--- src/rtl/pipe_ctrl_pkg.sv ---
// pipe_ctrl_pkg: shared state encoding and defaults for the pipeline hazard controller
package pipe_ctrl_pkg;
  localparam int STATE_W = 2;
  localparam int MC_TIMEOUT_DEF = 64;
  typedef enum logic [STATE_W-1:0] {
    RUN        = 2'd0,
    LOAD_STALL = 2'd1,
    MC_BUSY    = 2'd2
  } state_t;
endpackage

--- src/rtl/load_use_detect.sv ---
// load_use_detect: flags a load in EX whose destination feeds the instruction in ID
module load_use_detect (
  input  logic       id_valid,
  input  logic [4:0] id_rs1,
  input  logic [4:0] id_rs2,
  input  logic [4:0] ex_rd,
  input  logic       ex_memRead,
  output logic       hazard
);
  assign hazard = ex_memRead & id_valid & (ex_rd != 5'd0) & ((ex_rd == id_rs1) | (ex_rd == id_rs2));
endmodule

--- src/rtl/pipeline_hazard_controller.sv ---
// pipeline_hazard_controller: central stall/flush FSM for the five-stage pipeline
module pipeline_hazard_controller
  import pipe_ctrl_pkg::*;
#(
  parameter int MC_TIMEOUT = MC_TIMEOUT_DEF,
  parameter int CNT_W      = 32
) (
  input  logic             clk,
  input  logic             rst,
  input  logic             id_valid,
  input  logic [4:0]       id_rs1,
  input  logic [4:0]       id_rs2,
  input  logic [4:0]       ex_rd,
  input  logic             ex_memRead,
  input  logic             ex_redirect,
  input  logic             ex_mc_start,
  input  logic             mc_done,
  output logic             pcWrite,
  output logic             IF_ID_write_en,
  output logic             ID_EX_write_en,
  output logic             ID_EX_bubble,
  output logic             IF_ID_flush,
  output logic             ID_EX_flush,
  output logic             ex_hold,
  output logic             mc_timeout,
  output logic [1:0]       state,
  output logic [CNT_W-1:0] stall_cycles,
  output logic [CNT_W-1:0] flush_events
);
  state_t     cur, nxt;
  logic [7:0] mc_cnt;
  logic       hazard, busy, in_run, mc_expire, mc_hold, redirect_ok, mc_take, lu_take, hold;

  load_use_detect u_lud (
    .id_valid  (id_valid),
    .id_rs1    (id_rs1),
    .id_rs2    (id_rs2),
    .ex_rd     (ex_rd),
    .ex_memRead(ex_memRead),
    .hazard    (hazard)
  );

  // the unused encoding falls into the RUN decode
  always_comb begin
    busy           = cur == MC_BUSY;
    in_run         = ~busy & (cur != LOAD_STALL);
    mc_expire      = busy & ~mc_done & (mc_cnt == 8'(MC_TIMEOUT - 1));
    mc_hold        = busy & ~mc_done & ~mc_expire;
    redirect_ok    = ~busy & ex_redirect;
    mc_take        = in_run & ~ex_redirect & ex_mc_start;
    lu_take        = in_run & ~ex_redirect & ~ex_mc_start & hazard;
    hold           = mc_take | mc_hold;
    pcWrite        = ~rst & ~hold & ~lu_take;
    IF_ID_write_en = ~rst & ~hold & ~lu_take;
    ID_EX_write_en = ~rst & ~hold;
    ID_EX_bubble   = rst | lu_take;
    IF_ID_flush    = ~rst & redirect_ok;
    ID_EX_flush    = ~rst & redirect_ok;
    ex_hold        = ~rst & hold;
    nxt            = (mc_take | mc_hold) ? MC_BUSY : lu_take ? LOAD_STALL : RUN;
  end

  always_ff @(posedge clk) begin
    if (rst) begin
      cur          <= RUN;
      mc_cnt       <= '0;
      mc_timeout   <= 1'b0;
      stall_cycles <= '0;
      flush_events <= '0;
    end else begin
      cur    <= nxt;
      mc_cnt <= mc_take ? 8'd0 : mc_hold ? mc_cnt + 8'd1 : mc_cnt;
      if (mc_expire) mc_timeout <= 1'b1;
      if (~pcWrite && stall_cycles != '1) stall_cycles <= stall_cycles + 1'b1;
      if (redirect_ok && flush_events != '1) flush_events <= flush_events + 1'b1;
    end
  end

  assign state = cur;
endmodule

--- config.mk ---
export PLATFORM = sky130hd
export DESIGN_NAME = pipeline_hazard_controller
export DESIGN_NICKNAME = d
export VERILOG_FILES = /design/src/rtl/pipe_ctrl_pkg.sv /design/src/rtl/load_use_detect.sv /design/src/rtl/pipeline_hazard_controller.sv
export SDC_FILE = /design/constraint.sdc
export NUM_CORES = 1
export LEC_CHECK = 0
export CAP_MARGIN = 20
export CORE_MARGIN = 2
export CORE_UTILIZATION = 53
export DETAILED_ROUTE_END_ITERATION = 16
export PLACE_DENSITY = 0.94
export SLEW_MARGIN = 0
export SYNTH_ARGS = -nofsm -noshare
export SYNTH_HDL_FRONTEND = slang
export SYNTH_HIERARCHICAL = 1
export SYNTH_SLANG_ARGS = --single-unit
--- constraint.sdc ---
create_clock -name clk -period 4.38 [get_ports clk]
set_input_delay 0.438 -clock clk [delete_from_list [all_inputs] [get_ports clk]]
set_output_delay 0.438 -clock clk [all_outputs]
set_load 0.02 [all_outputs]
==> summary.md, run 1 <==
| Metric | Value |
|---|---|
| Grt met1 use | a little under a third |
| Gr busiest metal | met2 |
| Number of DRC markers in iteration 0 | about 240 |
| Reg-to-Reg Start | stall_cycles[3] |
| Layout cell share with drive strength beyond 1 | under 10% |
| CTS sink cnt | 75 |
| Total net switching power | 0.3124 mW |
| EDFF count, synth | 0 |
| Area Overhead vs Synth | 29.78% |
| Rows | 31 |
| Achievable Freq | about 280 MHz |
| Most area-hungry cell type in the Yosys netlist | dfxtp_1 |
| Final Net Count | between 500 and 600 |
| Max Cap Viol | 0 |
| HP Start | mc_timeout |
| Slew HR | 40.82% |
| Crit. End Element | primary output |
| Worst skew pair latency | 340 ps |
| Seq/Total Area, Yosys | 39.01% |
| Flip-flop and latch count after synthesis | 75 |
| Clk root buf | clkbuf_8 |
| Register share of total power | a little over half |
| Final Slew Violations | 0 |
| Synth Area per Inst | ~8.3 um2 |
| Post-synth ARST share | 0% |
| Initial antenna violation count | 0 |
| CP top delay family | simple AND/OR/NAND/NOR gates |
| Post-CTS Setup Bufs | 0 |
| Max VDD drop | approximately 0.17 mV |
| Hold Violations, Final | 0 |
| Worst path bufs/invs | 3 |
| WL final | ~9.5 mm |
| Number of global-route vias before repair | 3340 |
| Critical path class | in -> out |
| Slowest-stage cell, CP | nor4bb_1 |
| Slowest Stage Delay on Critical Path | ~710 ps |
| Largest net degree at the start of global routing | 70 |
| Fillers | between 500 and 600 |
| Post-layout util | between 60% and 70% |
| Longest Clk Path Bufs | 2 |
| I/O pin cnt | 96 |
| HPWL after DPL | between 6 and 7 mm |
| Worst-case reg-to-reg path depth | 6 |
| WL per Instance | between 10 and 15 um |
| Crit Path Max Fanout | 4 |
| Most used cell, CP | clkdlybuf4s50_1 |
| Grt ovf | 0 |
| Height of the die | roughly 89 um |
| Crit path launch type | primary input |
| RD Place Congestion | a little over 0.9 |
| Primary FF master, synth | dfxtp_1 |
| RSZ-0062 raised after global routing | false |
| Met3 global-route usage | approximately 5.4% |
| Slew @ Worst Pin | roughly 890 ps |
| Initial Util | roughly 54% |
| Antenna Cells | 0 |
| Ranking of synthesized cells by area | dfxtp_1 39%, xnor2_1 8.4%, nor2_1 7.5% |
| Hold path endpoint | mc_timeout |
| GRT Util Overall | roughly a quarter |
| Min cycle time layout | around 3600 ps |
| Status | complete, no violations |
| CTS tree | yes |
| Internal cell power | 1.011 mW |
| First-pass DRT Iterations | 6 |
| Final Skew | 9.549 ps |
| CTS Buf Count | 9 |
| Port buffer count | 95 |
| Switching share of power | 23.60% |
| Post-Synthesis Cells | approximately 460 |
| Cts hold-fix bufs | 0 |
| Power share of the clock group | about two fifths |
| Synth Warn # | 6 |
| Setup violations, final | 0 |
| Met2 usage | 40.47% |
| DRT antenna net count | 0 |
| CP arrival | between 3000 and 4000 ps |
| Via density | between 5 and 6 |
| Chip width | 89.22 um |
| Tightest Hold Check Type | reg -> reg |
| PD cells | between 200 and 300 mW/mm2 |
| Crit path required time | around 3900 ps |
| Hold_ws | 488.8 ps |
| Worst-path clk slew | ~70 ps |
| Worst hold path depth | 2 |
| # H-tree levels | 3 |
| Total power | 1.324 mW |
| Post-Syn Area | between 0.003 and 0.004 mm2 |
| Net Count, Synth | 489 |
| # DRC | 0 |
| Reg-to-reg critical path endpoint | stall_cycles[10] |
| CTS resizes | 0 |
| Pleak | 1.618 nW |
| Setup TNS | 0 ps |
| Routed via count | 3756 |
| Logic pwr share | under 10% |
| Final worst setup slack | roughly 790 ps |
| Register-to-register setup slack | 1300 ps |
| Place WS | 770.7 ps |
| First-pass GRT wire length | between 15 and 20 mm |
| Synth unique cells | 49 |
| CORE AREA | 0.007137 mm2 |
| Commonest cells in the netlist | 77 x nor2_1, 75 x dfxtp_1, 37 x xnor2_1 |
| Post-route clock period utilization | between 80% and 90% |
| CP cell instances | clkdlybuf4s50_1 > xor2_1 > nor3_1 > nand3_1 > a21oi_1 > nor4bb_1 > or3_1 > inv_1 > clkdlybuf4s50_1 |
| Post-synth top area share | between 30% and 40% |
| Die area | 0.007959 mm2 |
| Most frequent cell after synthesis | nor2_1 |
cells by family (layout without fill, tap and decap cells):
family,Yosys count,after routing,share of synthesized area [%]
XOR/XNOR,66,66,15.02
multiplexers,1,1,0.2601
AO/OA/AOI/OAI,33,33,5.202
AND/OR/NAND/NOR,250,250,34.62
adder cells (fa/ha/maj),4,4,1.300
flip-flops,75,75,39.01
buffers and inverters,34,125,4.583
state kept, by name, indices dropped and copies added (netlist names):
register,flops
mc_cnt,8
flush_events,32
state,2
mc_timeout,1
stall_cycles,32
final cells by class:
cell class	instances	area (um2)	share of cell area (%)
clock buffers	10	137.6	2.756
clock inverters	6	55.05	1.102
inverters	12	45.04	0.9018
multi-input cells	354	2171	43.46
flip-flops and latches	75	1501	30.06
well taps	99	123.9	2.480
repair buffers	97	960.9	19.24
metal layers:
layer,up-vias,part of all wire [%]
li1,1782,-
met1,1784,42
met2,164,50
met3,26,5.9
met4,0,2.2
met5,-,0
power by group through the flow:
stage                     sequential [mW]  clock (mW)  combinational (mW)
after floorplan                     0.715           0              0.0533
after global placement              0.709           0               0.104
after detailed placement            0.710           0               0.108
after CTS                           0.694       0.526               0.109
after global routing                0.695       0.560               0.117
final                               0.694       0.520               0.109
through the flow:
step | instances | cell area (um2)
3_5_place_dp | 637 | 4802
4_1_cts | 653 | 4995
2_1_floorplan | 463 | 3849
3_3_place_gp | 637 | 4802
6_report | 653 | 4995
5_1_grt | 653 | 4995
how the worst max path moves through the flow:
stage                     cells past startpoint  slack [ps]     start               to
after floorplan                               9        1600  ex_rd[3]          pcWrite
after global placement                        9         850  ex_rd[2]   IF_ID_write_en
after detailed placement                     11         770  ex_rd[2]  stall_cycles[5]
after CTS                                     9         780  ex_rd[2]   IF_ID_write_en
after global routing                          9         580  ex_rd[2]   IF_ID_write_en
final                                         9         790  ex_rd[2]   IF_ID_write_en
cells in the final DEF, fill, tap and decap left out, types with 3 or more instances in the layout:
cell type,netlist,routed
xnor2_1,37,37
xor2_1,29,29
nor2_1,77,77
a21oi_1,16,16
nor2b_1,4,4
nor3_1,20,20
clkinv_2,0,5
and4_1,6,6
or3_1,11,11
or2_2,3,3
clkdlybuf4s50_1,0,94
o21ai_0,10,10
nand3_1,28,28
nor4_1,11,11
dfxtp_1,75,75
nand4_1,25,25
nand2_1,30,30
and2_1,3,3
clkbuf_8,0,10
ha_1,4,4
inv_1,12,12
and3_1,12,12
tightest hold or removal path: stages, from the launching register on:
cell and delay, ps:
dfxtp_1 340, a21oi_1 40, nor2_1 70
Note: power is estimated with default switching activity, not from simulation.
==> run 2: changes to the inputs <==
- CORE_UTILIZATION: 53 -> 45
- PLACE_DENSITY: 0.94 -> 0.86
- clock period: 4.38 -> 3.19 ns (I/O delays scaled with it)
==> run 2 against run 1 <==
Utilization is 8.5 points lower. Hold slack got worse by 46 ps. Via count decreased by 2.9%. Clock skew increased by 3.2 ps. Worst setup slack worse by 600 ps. Highest routed layer unchanged. Largest cell class unchanged. Flip-flop and latch count did not move. Global-route usage shrank 3.9 points. First-iteration DRC count down 14%.
==> summary.md, run 2 (same netlist as run 1, synthesis figures left out) <==
| Metric | Value |
|---|---|
| Setup TNS | 0 ps (unchanged) |
| Chip width | 96.48 um (was 89.22 um) |
| CORE AREA | 0.008258 mm2 (was 0.007137 mm2) |
| Met2 wire length | 4.373 mm (was 4.720 mm) |
| Slew @ Worst Pin | 770.9 ps (was 885.0 ps) |
| CTS Buf Count | 9 (unchanged) |
| Reg-to-reg critical path endpoint | flush_events[31] (was stall_cycles[10]) |
| CTS tree | yes (unchanged) |
| First-pass GRT wire length | 15.15 mm (was 15.37 mm) |
| Longest Clk Path Bufs | 2 (unchanged) |
| Layout cell share with drive strength beyond 1 | 7.321% (was 6.318%) |
| WL per Instance | 13.94 um (was 14.52 um) |
| Crit path launch type | primary input (unchanged) |
| Pleak | 1.668 nW (was 1.618 nW) |
| Total net switching power | 0.4344 mW (was 0.3124 mW) |
| Setup crit start | ex_rd[4] (was ex_rd[2]) |
| Routed via count | 3647 (was 3756) |
| # H-tree levels | 3 (unchanged) |
| Critical path class | in -> out (unchanged) |
| CP Capture Point | ID_EX_bubble (was IF_ID_write_en) |
| Final Skew | 12.72 ps (was 9.549 ps) |
| Rows | 33 (was 31) |
| Max Cap Viol | 0 (unchanged) |
| Number of global-route vias before repair | 3362 (was 3340) |
| Internal cell power | 1.440 mW (was 1.011 mW) |
| Most common cell after layout, fill and taps aside | clkdlybuf4s50_1 (unchanged) |
| First-pass DRT Iterations | 4 (was 6) |
| Post-CTS Setup Bufs | 0 (unchanged) |
| Height of the die | 96.48 um (was 89.22 um) |
| Port buffer count | 95 (unchanged) |
| Initial Util | 46.61% (was 53.93%) |
| Min cycle time layout | 2999 ps |
| Hold Violations, Final | 0 (unchanged) |
| Worst skew pair latency | 350 ps (was 340 ps) |
| Post-route clock period utilization | roughly 94% |
| Tightest Hold Check Type | in -> reg (was reg -> reg) |
| Largest regs | flush_events (32), stall_cycles (32), mc_cnt (8) (unchanged) |
| Largest net degree at the start of global routing | 69 (was 70) |
| HP Start | rst (was mc_timeout) |
| # DRC | 0 (unchanged) |
| Initial antenna violation count | 0 (unchanged) |
| CTS sink cnt | 75 (unchanged) |
| Achievable Freq | approximately 330 MHz |
| Number of DRC markers in iteration 0 | 204 (was 238) |
| Status | complete, no violations (unchanged) |
| Setup violations, final | 0 (unchanged) |
| I/O pin cnt | 96 (unchanged) |
| PD cells | 368.9 mW/mm2 (was 265.0 mW/mm2) |
| Crit. End Element | primary output (unchanged) |
| Logic pwr share | 8.0% (was 8.2%) |
| Top Metal Used | met4 (unchanged) |
| CP arrival | 2680 ps (was 3150 ps) |
| Die area | 0.009308 mm2 (was 0.007959 mm2) |
| Via density | 5.484 (was 5.752) |
| Reg-to-Reg Start | state[0] (was stall_cycles[3]) |
| DRT antenna net count | 0 (unchanged) |
| Place WS | 39.84 ps (was 770.7 ps) |
| Area Overhead vs Synth | 31.99% (was 29.78%) |
| Crit path required time | 2870 ps (was 3940 ps) |
| RD Place Congestion | 0.8954 (was 0.9235) |
| Register share of total power | 50.9% (was 52.4%) |
| Clk root buf | clkbuf_8 (unchanged) |
| Register-to-register setup slack | 710 ps (was 1300 ps) |
| Worst-path clk slew | 80 ps (was 70 ps) |
| Final Slew Violations | 0 (unchanged) |
| Commonest non-fill, non-tap cells in the layout | 92 x clkdlybuf4s50_1, 77 x nor2_1, 75 x dfxtp_1 (was 94 x clkdlybuf4s50_1, 77 x nor2_1, 75 x dfxtp_1) |
| Worst-case reg-to-reg path depth | 8 (was 6) |
| Power share of the clock group | 41.1% (was 39.3%) |
| WL final | 9.269 mm (was 9.481 mm) |
| Max VDD drop | 0.1796 mV (was 0.1705 mV) |
| Slew HR | 48.60% (was 40.82%) |
| Final Net Count | 581 (was 575) |
| Grt ovf | 0 (unchanged) |
| RSZ-0062 raised after global routing | false (unchanged) |
| Crit Path Max Fanout | 3 (was 4) |
| WL met1 | 4.133 mm (was 3.992 mm) |
| GRT Util Overall | 20.43% (was 24.28%) |
| Antenna Cells | 0 (unchanged) |
| Wire length on met3 | 614 um (was 558 um) |
| HPWL after DPL | 6.886 mm (was 6.653 mm) |
| Final worst setup slack | 190.9 ps (was 789.5 ps) |
| Switching share of power | 23.18% (was 23.60%) |
-- run 2: worst min-delay path by stage --
stage	endpoint	slack [ps]	cells after the start
floorplan	mc_cnt[5]	470	2
global placement	mc_timeout	470	2
detailed placement	mc_timeout	470	2
CTS	mc_cnt[2]	430	4
global route	mc_cnt[0]	490	4
finish	mc_cnt[2]	440	4
-- run 2: area by class of cell --
cell class | count | area [um2]
Inverter | 12 | 45.04
Clock inverter | 3 | 45.04
Sequential cell | 75 | 1501
Fill cell | 706 | 3178
Tap cell | 105 | 131.4
Multi-Input combinational cell | 354 | 2177
Timing Repair Buffer | 103 | 1011
Clock buffer | 13 | 168.9
-- run 2: power by group through the flow --
| stage | clock network, mW | registers, mW | logic (mW) |
|---|---|---|---|
| after CTS | 0.786 | 0.954 | 0.151 |
| final | 0.771 | 0.954 | 0.149 |
| after floorplan | 0 | 0.982 | 0.0732 |
| after detailed placement | 0 | 0.976 | 0.151 |
| after global routing | 0.828 | 0.955 | 0.163 |
| after global placement | 0 | 0.975 | 0.146 |
-- run 2: routing by layer --
metal | vias up | global-route usage (%)
met2 | 124 | 33.62
li1 | 1791 | -
met3 | 12 | 4.888
met1 | 1720 | 25.47
met5 | - | 0
met4 | 0 | 8.920
-- run 2: what timing repair did --
| item | in CTS | in global routing |
|---|---|---|
| setup endpoints to repair | 0 | 1 |
| resized for setup | 0 | 3 |
| hold buffers | 0 | 0 |
-- run 2: through the flow --
| stage | total power, mW | area (um2) | hold slack (ps) | utilization (%) | std cells |
|---|---|---|---|---|---|
| final | 1.874 | 5080 | 442.7 | 61.52 | 665 |
| after global routing | 1.946 | 5080 | 493.1 | 61.52 | 665 |
| after CTS | 1.891 | 5069 | 428.8 | 61.38 | 665 |
| after detailed placement | 1.126 | 4855 | 470.6 | 58.79 | 649 |
| after global placement | 1.121 | 4855 | 466.3 | 58.79 | 649 |
| after floorplan | 1.055 | 3849 | 471.5 | - | 463 |
-- run 2: worst max-delay path, cell delays in order --
cell and delay [ps]:
clkdlybuf4s50_1 480, or4_1 540, o211ai_2 160, a21oi_1 50, nor4bb_2 180, buf_4 140, or2_2 260, clkdlybuf4s50_1 540
==> run 3: changes to the inputs <==
--- a/config.mk
+++ b/config.mk
@@ -11,4 +11,6 @@
 export DETAILED_ROUTE_END_ITERATION = 16
 export PLACE_DENSITY = 0.86
+export SETUP_SLACK_MARGIN = 0.2
+export SKIP_CTS_REPAIR_TIMING = 1
 export SLEW_MARGIN = 0
 export SYNTH_ARGS = -nofsm -noshare
==> constraint.sdc (replaced) <==
create_clock -name clk -period 3.19 [get_ports clk]
set_input_delay 0.319 -clock clk [delete_from_list [all_inputs] [get_ports clk]]
set_output_delay 0.319 -clock clk [all_outputs]
set_load 0.1 [all_outputs]
==> run 3 against run 2 <==
Worst setup slack better by 150 ps. Utilization is 0.33 points higher. Routed wire length is 1.4% higher. Combinational power is 60% higher. Final cell count is 0.45% lower. Maximum frequency is 5.3% higher. Flip-flop and latch count stayed put. Register-to-register slack hardly changed. Critical endpoint is now IF_ID_write_en. Largest cell class unchanged. Highest routed layer unchanged.
==> summary.md, run 3 (same netlist as run 1, synthesis figures left out) <==
| Metric | Value |
|---|---|
| # DRC | 0 (unchanged) |
| Area of the multi-input gates | 0.002195 mm2 (was 0.002177 mm2) |
| Gr busiest metal | met2 (unchanged) |
| HPWL after DPL | 6.990 mm (was 6.886 mm) |
| Crit path launch type | primary input (unchanged) |
| Rows | 33 (unchanged) |
| Setup violations, final | 0 (unchanged) |
| WL per Instance | 14.19 um (was 13.94 um) |
| RSZ-0062 raised after global routing | false (unchanged) |
| CTS Buf Count | 9 (unchanged) |
| Final Skew | 15.14 ps (was 12.72 ps) |
| DRT antenna net count | 0 (unchanged) |
| Longest Clk Path Bufs | 2 (unchanged) |
| Min cycle time layout | 2848 ps (was 2999 ps) |
| Slowest-stage cell, CP | or4_1 (unchanged) |
| Antenna Cells | 0 (unchanged) |
| CP cell instances | clkdlybuf4s50_1 > or4_1 > o211ai_2 > a21oi_1 > nor4bb_4 > or3_1 > buf_6 > clkinvlp_4 > buf_12 (was clkdlybuf4s50_1 > or4_1 > o211ai_2 > a21oi_1 > nor4bb_2 > buf_4 > or2_2 > clkdlybuf4s50_1) |
| Largest regs | flush_events (32), stall_cycles (32), mc_cnt (8) (unchanged) |
| CTS tree | yes (unchanged) |
| Number of DRC markers in iteration 0 | 210 (was 204) |
| Pleak | 1.655 nW (was 1.668 nW) |
| CP arrival | 2530 ps (was 2680 ps) |
| Slew HR | 33.28% (was 48.60%) |
| Chip width | 96.48 um (unchanged) |
| Crit. End Element | primary output (unchanged) |
| Register-to-register setup slack | 700 ps (was 710 ps) |
| Layout cell share with drive strength beyond 1 | 9.336% (was 7.321%) |
| Die area | 0.009308 mm2 (unchanged) |
| Critical path class | in -> out (unchanged) |
| RD Place Congestion | 0.8530 (was 0.8954) |
| Total power | 1.999 mW (was 1.874 mW) |
| Total net switching power | 0.5216 mW (was 0.4344 mW) |
| Clk root buf | clkbuf_8 (unchanged) |
| Grt met1 use | 26.35% (was 25.47%) |
| CTS sink cnt | 75 (unchanged) |
| Final Net Count | 579 (was 581) |
| I/O pin cnt | 96 (unchanged) |
| # H-tree levels | 3 (unchanged) |
| CORE AREA | 0.008258 mm2 (unchanged) |
| Post-route clock period utilization | 89.29% (was 94.02%) |
| Power share of the clock group | 40.3% (was 41.1%) |
| Most common cell after layout, fill and taps aside | clkdlybuf4s50_1 (unchanged) |
| Crit Path Max Fanout | 14 (was 3) |
| Port buffer count | 95 (unchanged) |
| Worst skew pair latency | 350 ps (about the same) |
| Tightest Hold Check Type | reg -> reg (was in -> reg) |
| Cell area after placement | 0.004872 mm2 (was 0.004855 mm2) |
| Largest net degree at the start of global routing | 70 (was 69) |
| Slew @ Worst Pin | 997.7 ps (was 770.9 ps) |
| Internal cell power | 1.478 mW (was 1.440 mW) |
| Reg-to-Reg Start | state[0] (unchanged) |
| First-pass GRT wire length | 15.51 mm (was 15.15 mm) |
| Height of the die | 96.48 um (unchanged) |
| WL final | 9.395 mm (was 9.269 mm) |
| Met2 usage | 35.13% (was 33.62%) |
| GRT Util Overall | 21.02% (was 20.43%) |
| Max Cap Viol | 0 (unchanged) |
| Initial antenna violation count | 0 (unchanged) |
| Via density | 5.533 (was 5.484) |
| Area Overhead vs Synth | 32.70% (was 31.99%) |
| FF+latch area | 0.001504 mm2 (was 0.001501 mm2) |
| Setup TNS | 0 ps (unchanged) |
| Status | complete, no violations (unchanged) |
| Hold Violations, Final | 0 (unchanged) |
| Fillers | 719 (was 706) |
| Final Slew Violations | 0 (unchanged) |
| Crit path required time | 2870 ps (about the same) |
| Initial Util | 46.61% (unchanged) |
| Worst-path clk slew | 80 ps (about the same) |
| Setup crit start | ex_rd[3] (was ex_rd[4]) |
| Commonest non-fill, non-tap cells in the layout | 86 x clkdlybuf4s50_1, 75 x nor2_1, 73 x dfxtp_1 (was 92 x clkdlybuf4s50_1, 77 x nor2_1, 75 x dfxtp_1) |
| Fin area | 0.005107 mm2 (was 0.005080 mm2) |
| Register share of total power | 47.7% (was 50.9%) |
| Logic pwr share | 12.0% (was 8.0%) |
| Worst path bufs/invs | 4 (was 3) |
| Number of global-route vias before repair | 3388 (was 3362) |
| CP top delay family | simple AND/OR/NAND/NOR gates (was buffers and inverters) |
| Achievable Freq | 351.1 MHz (was 333.4 MHz) |
| Max VDD drop | 0.2350 mV (was 0.1796 mV) |
| HP Start | mc_timeout (was rst) |
| First-pass DRT Iterations | 4 (unchanged) |
| Grt ovf | 0 (unchanged) |
| PD cells | 391.5 mW/mm2 (was 368.9 mW/mm2) |
| Met3 global-route usage | 3.569% (was 4.888%) |
| Routed via count | 3663 (was 3647) |
| Slowest Stage Delay on Critical Path | 560 ps (was 540 ps) |
| Switching share of power | 26.09% (was 23.18%) |
==> run 3: metal layers <==
layer | vias to the layer above | share of wire (%)
li1 | 1795 | -
met1 | 1743 | 43
met2 | 115 | 51
met3 | 10 | 4.9
met4 | 0 | 1.5
met5 | - | 0
==> run 3: through the flow <==
stage	util, %	std cells	setup WS, ps	hold WS (ps)
4_1_cts	61.62	662	332.1	490.9
6_report	61.85	662	341.7	490.0
5_1_grt	61.85	662	228.2	518.6
2_1_floorplan	-	463	5.196	471.5
3_3_place_gp	59.00	647	376.9	463.2
3_5_place_dp	59.00	647	253.9	467.6
==> run 3: tightest hold or removal path, stage by stage, from the launching register on <==
cell	delay, ps
dfxtp_1	340
a21oi_1	50
nor2_1	70
==> run 3: layout make-up <==
cell class | instances | area share [%]
Inverter | 12 | 0.9554
Clock inverter | 4 | 1.470
Clock buffer | 11 | 2.768
Sequential cell | 75 | 29.45
Multi-Input combinational cell | 354 | 42.97
Tap cell | 105 | 2.572
Timing Repair Buffer | 101 | 19.82
==> run 3: final timing paths <==
kind                      endpoint  cells after the start
setup reg to reg  flush_events[27]                      8
hold / removal          mc_timeout                      2
setup / recovery    IF_ID_write_en                      9
hold reg to reg         mc_timeout                      2
==> run 3: power groups by stage <==
stage	registers [mW]	clock network, mW	logic, mW
floorplan	1.03	0	0.112
global placement	0.975	0	0.235
detailed placement	0.975	0	0.238
CTS	0.954	0.823	0.238
global route	0.955	0.857	0.255
finish	0.954	0.806	0.239
